===== src/rtl/instruction_fetch.sv =====
// Instruction fetch stage: PC register feeding a 2-entry {pc, inst} buffer toward decode,
// with redirect, out-of-range fault stop, and synchronous active-high reset.
module instruction_fetch #(
    parameter int          IMEM_BYTES = 1024,
    parameter logic [31:0] RESET_PC   = 32'h0000_0000
) (
    input  logic        clk,
    input  logic        rst,
    output logic [31:0] addrIM,
    input  logic [31:0] inst,
    input  logic        redirect,
    input  logic [31:0] redirect_pc,
    output logic        dec_valid,
    input  logic        dec_ready,
    output logic [31:0] dec_inst,
    output logic [31:0] dec_pc,
    output logic [31:0] dec_pc4,
    output logic        fetch_fault,
    output logic [1:0]  occupancy
);

    // state | meaning
    // RUN   | fetching while the buffer has room and the PC is in range
    // FAULT | PC left the memory; no fetches, buffered entries still drain
    typedef enum logic {RUN, FAULT} state_t;

    localparam logic [31:0] LAST_ADDR = 32'(IMEM_BYTES - 4);

    state_t      state, state_nxt;
    logic [31:0] pc;
    logic [31:0] fifo_pc   [2];
    logic [31:0] fifo_inst [2];
    logic        rd_ptr, wr_ptr;
    logic [1:0]  count;
    logic        pop, fetch_req, in_range, push;

    assign addrIM      = pc;
    assign occupancy   = count;
    assign dec_valid   = (count != 2'd0) && !redirect && !rst;
    assign dec_pc      = fifo_pc[rd_ptr];
    assign dec_inst    = fifo_inst[rd_ptr];
    assign dec_pc4     = fifo_pc[rd_ptr] + 32'd4;
    assign fetch_fault = (state == FAULT) && !rst;

    assign pop       = dec_valid && dec_ready;
    assign fetch_req = (state == RUN) && ((count != 2'd2) || pop);
    assign in_range  = (pc <= LAST_ADDR);
    assign push      = fetch_req && in_range && !redirect && !rst;

    always_ff @(posedge clk) begin
        if (rst) state <= RUN;
        else     state <= state_nxt;
    end

    always_comb begin
        state_nxt = state;
        if (redirect)
            state_nxt = RUN;
        else if (fetch_req && !in_range)
            state_nxt = FAULT;
    end

    always_ff @(posedge clk) begin
        if (rst) begin
            pc     <= {RESET_PC[31:2], 2'b00};
            count  <= 2'd0;
            rd_ptr <= 1'b0;
            wr_ptr <= 1'b0;
        end else if (redirect) begin
            pc     <= {redirect_pc[31:2], 2'b00};
            count  <= 2'd0;
            rd_ptr <= 1'b0;
            wr_ptr <= 1'b0;
        end else begin
            if (push) begin
                pc     <= pc + 32'd4;
                wr_ptr <= ~wr_ptr;
            end
            if (pop) rd_ptr <= ~rd_ptr;
            case ({push, pop})
                2'b10:   count <= count + 2'd1;
                2'b01:   count <= count - 2'd1;
                default: count <= count;
            endcase
        end
    end

    // When full with a simultaneous pop, wr_ptr equals rd_ptr: the slot being
    // refilled is the head that leaves this same edge, so nothing live is lost.
    always_ff @(posedge clk) begin
        if (push) begin
            fifo_pc[wr_ptr]   <= pc;
            fifo_inst[wr_ptr] <= inst;
        end
    end

endmodule

===== config.mk =====
export PLATFORM = sky130hd
export DESIGN_NAME = instruction_fetch
export DESIGN_NICKNAME = d
export VERILOG_FILES = /design/src/rtl/instruction_fetch.sv
export SDC_FILE = /design/constraint.sdc
export NUM_CORES = 1
export LEC_CHECK = 0
export ABC_AREA = 1
export BUFFER_PORTS_ARGS = -buffer_cell sky130_fd_sc_hd__buf_2
export CORE_MARGIN = 3
export CORE_UTILIZATION = 26
export CTS_CLUSTER_SIZE = 40
export DETAILED_ROUTE_END_ITERATION = 8
export MAX_ROUTING_LAYER = met4
export PLACE_DENSITY = 0.48
export SLEW_MARGIN = 20
export SYNTH_ARGS = -nofsm -noshare
export SYNTH_HDL_FRONTEND = slang
export SYNTH_SLANG_ARGS = --single-unit

===== constraint.sdc =====
create_clock -name clk -period 4.65 [get_ports clk]
set_input_delay 0.2325 -clock clk [delete_from_list [all_inputs] [get_ports clk]]
set_output_delay 0.2325 -clock clk [all_outputs]
set_load 0.01 [all_outputs]

; ---- Yosys cells after proc, flatten, opt, wreduce, memory -nomap -nowiden
; Memories as Yosys holds them, arrays and structs flattened. A register that Yosys moved wholly into a read port is not among the register bits.
; Cells that the tools add are included.
[word_totals]
regBits = 37
latch_bits = 0
ram_bits = 128
romBits = 0
input_bits = 68
output_inout_bits = 132
wordCells = 45
n_memories = 2
[classes]
addsub = 4
n_mul = 0
n_div = 0
n_lt_le_gt_ge = 1
n_eq_ne = 3
shifts = 0
muxes = 9
bitwise_logic = 3
reduce_logical = 17
[mem_list]
columns = name, words, word_bits, read_ports, rd_ports_with_merged_regs, wr, line
row1 = fifo_inst, 2, 32, 1, 1, 1, 32  ; logic [31:0] fifo_inst [2];
row2 = fifo_pc, 2, 32, 1, 1, 1, 31  ; logic [31:0] fifo_pc [2];
[op_table]
columns = operator, count
row1 = $add A32 B3 Y32 const B, 2
row2 = $mux W32, 2
row3 = $le A32 B10 Y1 const B, 1
row4 = $logic_and A1 B1 Y1, 9
row5 = $mux W1, 6
row6 = $reduce_bool A2 Y1, 3
row7 = $pmux W2 S2, 1
row8 = $logic_not A1 Y1, 3
row9 = $not A1 Y1, 3
row10 = $add A2 B1 Y2 const B, 1
row11 = $eq A2 B1 Y1 const B, 1
row12 = $eq A2 B2 Y1 const B, 1
row13 = $ne A2 B2 Y1 const B, 1
row14 = $reduce_or A2 Y1, 1
row15 = $sub A2 B1 Y2 const B, 1
row16 = $logic_or A1 B1 Y1, 1

; ---- Longest topological paths before layout
[logic_depth]
depth_word = 11
mapped_depth = 13
ltp_nobuf = 12

; ---- Worst setup path after synthesis
; OpenSTA, ideal clock, no wires.
[synth_path]
path_type = input to register
startpoint = input redirect
endpoint = memory fifo_inst[0][0], enable pin
arrival_time_ns = 3.878
path_slack_ns = 0.290
cell_stages = 7
n_path_buf = 2
cell_sequence = buf_2 -> nor2_1 -> nand3_1 -> a21oi_1 -> nand2_2 -> buf_2 -> nor2_1
[synth_via]
elab_chain_cells = 11
[synth_rtl]
columns = item, line
row1 = "start, declared", 11  ; input logic redirect,
row2 = $logic_not A1 Y1 *, "39, 48"
row3 = $logic_and A1 B1 Y1 (2 in a row), 39  ; assign dec_valid = (count != 2'd0) && !redirect && !rst;
row4 = $logic_and A1 B1 Y1, 45  ; assign pop = dec_valid && dec_ready;
row5 = $logic_or A1 B1 Y1, 46  ; assign fetch_req = (state == RUN) && ((count != 2'd2) || pop);
row6 = $logic_and A1 B1 Y1, 46
row7 = $logic_and A1 B1 Y1, 48  ; assign push = fetch_req && in_range && !redirect && !rst;
row8 = $logic_and A1 B1 Y1 * (2 in a row), 48
row9 = $mux W1 *, 91  ; if (push) begin
row10 = $mux W1 (not written as such) *, 93  ; fifo_inst[wr_ptr] <= inst;
row11 = "end, declared", 32
; Mark *: on every way between the ends. The rest lies on a longest branch, timed or not.

==> run summary <==
Synth area leader -> edfxtp_1
Fin util -> 0.346
Hold crit path type -> primary input to flip-flop
Post-synth cell types -> 36
Die span in y -> 175 um
Pre-CTS setup slack -> 1.61 ns
Antenna Violating Nets Remaining -> 0
Worst R2R End -> fifo_inst[0][12]
Design area -> 9660 um2
Global-route wire length before repair -> 30.4 mm
Clock buffer depth -> 2
CTS tree -> built
Drt total wl -> 20.1 mm
Routability cong. -> 0.809
Fin crit period -> 3.25 ns
Final setup fails -> 0
R2R cell count -> 7
Final #Nets -> 1012
CTS sink count -> 160
Max rail drop VDD -> 0.208 mV
Initial antenna violation count -> 0
DIE WIDTH -> 175 um
Placed instance count -> 1268
Row count -> 61
CTS clock-pin slew for the worst setup and hold paths -> 0.06 ns
Slew margin rel. -> 0.513
Gr ovfl total -> 0
Crit end category -> output pin
Layout area overhead -> 30.2%
Worst skew pair latency -> 0.41 ns
Final Non-Filler Cells -> 1332
Top cells by area, synth -> edfxtp_1 (50%), dfxtp_1 (9.7%), nand2_1 (8.5%)
Layout cell share with drive strength beyond 1 -> 0.320
Sequential area share after synthesis -> 0.599
Core area -> 27900 um2
Root buffer cell -> clkbuf_16
Pwr Total -> 3.17 mW
Synth Cell Area -> 7420 um2
Vias -> 5604
Routed len/inst -> 15.1 um
WP data required -> 4.42 ns
Worst-Margin Slew -> 0.728 ns
Htree depth -> 4
# diodes -> 0
Max-cap violations -> 0
I/O pin count -> 200
DIE AREA -> 30600 um2
RSZ-0062 raised after global routing -> no
Initial DRC count -> 215
Resized cells post-CTS -> 0
Top-area cell type share of the netlist area -> 0.502
Final Skew -> 0.0110 ns
Critical Path End -> dec_pc4[18]
Yosys reg bits -> 160
Leakage -> 3.95 nW
Tot GR Track Use -> 0.133
Synthesized instance count -> 721
Final Cycle Share -> 0.698
Starting Density -> 0.266
Hpwl dp -> 14.7 mm
Largest net degree at the start of global routing -> 63
Setup CP Type -> flip-flop to output pin
Worst Path Arrival -> 3.01 ns
Fillers -> 2944
PD cells -> 328 nW/um2
DRC -> 0
Setup TNS -> 0 ns
Post-DP Area -> 8730 um2
DR vias/cell -> 4.21
Slew Limit Fails -> 0
Post-CTS setup repair buffer count -> 0
Outcome -> finished clean
Port bufs -> 191
CTS buffer count -> 17
Flop2flop setup slack -> 1.98 ns
Crit path max fanout -> 48
Initial DRT Pass Iterations -> 4
Final WS setup -> 1.40 ns
Final Hold Viols -> 0
Ys Warns -> 0
Max Freq -> 0.308 GHz
Hold WS -> 0.0656 ns
Startpoint Class -> flip-flop
RR Startpoint -> addrIM[10]
Number of global-route vias before repair -> 5330
Syn Area/Cell -> 10.3 um2
-- cells in the mapped netlist --
library cell,number
xor2_1,13
nand4_1,8
o21ai_2,13
mux2_2,32
nand2_4,1
nand3b_1,5
buf_1,3
a21oi_1,39
o21ai_0,15
nand2_1,169
inv_1,63
o21bai_1,4
a21oi_2,6
buf_4,6
buf_6,8
o21ai_1,8
nand3_1,50
clkbuf_1,6
clkinv_1,1
xnor2_1,3
and2_1,2
nand2_2,5
nor2_4,3
nor2_1,68
dfxtp_1,36
o21ai_4,1
buf_2,7
a21oi_4,3
inv_2,2
or2_2,1
conb_1,1
nor3_1,1
buf_12,1
edfxtp_1,124
ha_1,3
nor2_2,10
-- worst max-delay path, cell delays in order, from the launching register on --
cell     delay [ns]
dfxtp_4        0.78
o21ai_1        0.36
inv_1          0.23
ha_1           0.19
nand2_1        0.05
inv_1          0.13
nand2_2        0.13
nor2_2         0.24
nand2_1        0.10
xor2_1         0.19
buf_2          0.17
-- per-layer routing --
| layer | track usage | vias up | wire (um) |
|---|---|---|---|
| met5 | - | - | 0 |
| met4 | 0.0382 | 0 | 257 |
| met3 | 0.0219 | 14 | 733 |
| met2 | 0.209 | 137 | 9290 |
| met1 | 0.178 | 2587 | 9770 |
| li1 | - | 2866 | - |
-- layout by cell type, fill, tap and decap left out, types with 2 or more instances in the layout --
master | Yosys | layout
xor2_1 | 13 | 13
o21bai_1 | 4 | 4
nand2_1 | 169 | 169
nor2_1 | 68 | 66
clkbuf_16 | 0 | 17
o21ai_2 | 13 | 13
dlygate4sd3_1 | 0 | 32
conb_1 | 1 | 6
o21ai_1 | 8 | 8
bufinv_16 | 0 | 3
o21ai_0 | 15 | 15
a21oi_4 | 3 | 3
edfxtp_1 | 124 | 124
inv_2 | 2 | 2
inv_1 | 63 | 63
nand3b_1 | 5 | 5
a21oi_2 | 6 | 6
nand2_2 | 5 | 5
buf_2 | 7 | 191
nand3_1 | 50 | 50
nor2_2 | 10 | 10
clkbuf_1 | 6 | 2
xnor2_1 | 3 | 3
dfxtp_1 | 36 | 35
ha_1 | 3 | 3
clkinv_4 | 0 | 3
nand4_1 | 8 | 8
inv_6 | 0 | 4
a21oi_1 | 39 | 39
nor2_4 | 3 | 5
buf_12 | 1 | 3
mux2_2 | 32 | 32
and2_1 | 2 | 2
-- how the worst min path moves through the flow --
stage | startpoint | end | slack [ns] | cells after the start
after floorplan | rst | addrIM[9] | 0.30 | 1
after global placement | inst[30] | fifo_inst[0][30] | 0.42 | 1
after detailed placement | inst[2] | fifo_inst[1][2] | 0.42 | 1
after CTS | redirect_pc[12] | addrIM[12] | 0.04 | 3
after global routing | redirect_pc[31] | addrIM[31] | 0.06 | 3
final | redirect_pc[12] | addrIM[12] | 0.07 | 3
-- registers in the layout, summed over array words and instances (netlist names), named ones only --
register   flops
addrIM        30
state          1
occupancy      2
fifo_pc       60
wr_ptr         1
fifo_inst     64
rd_ptr         1
-- kinds of logic (layout without fill, tap and decap cells) --
| family | after synthesis | in the layout | share of synthesized area |
|---|---|---|---|
| flops | 160 | 160 | 0.599 |
| mux | 32 | 32 | 0.0486 |
| fa+ha+maj | 3 | 3 | 0.00506 |
| buf+inv | 97 | 325 | 0.0636 |
| xor+xnor | 16 | 16 | 0.0189 |
| compound gates | 89 | 89 | 0.0771 |
| other cells | 1 | 6 | 0.000505 |
| simple gates | 323 | 323 | 0.187 |
-- power breakdown --
| group | switching (mW) | leakage (nW) | total (mW) | internal, mW |
|---|---|---|---|---|
| Combinational | 0.0816 | 2.24 | 0.154 | 0.0727 |
| Clock | 0.577 | 0.295 | 1.43 | 0.858 |
| Sequential | 0.0276 | 1.42 | 1.58 | 1.56 |
-- final cells by class --
type                    count  area, um2  area share
flip-flops and latches    160       4450       0.461
multi-input cells         469       2540       0.263
repair buffers            227       1340       0.139
well taps                 378        473      0.0490
clock buffers              19        433      0.0448
inverters                  66        248      0.0257
clock inverters            13        175      0.0181
-- timing repair --
action,CTS,global route
hold buffers,32,0
setup endpoints to repair,0,0
hold endpoints to repair,64,0
(Power assumes the default switching activity.)
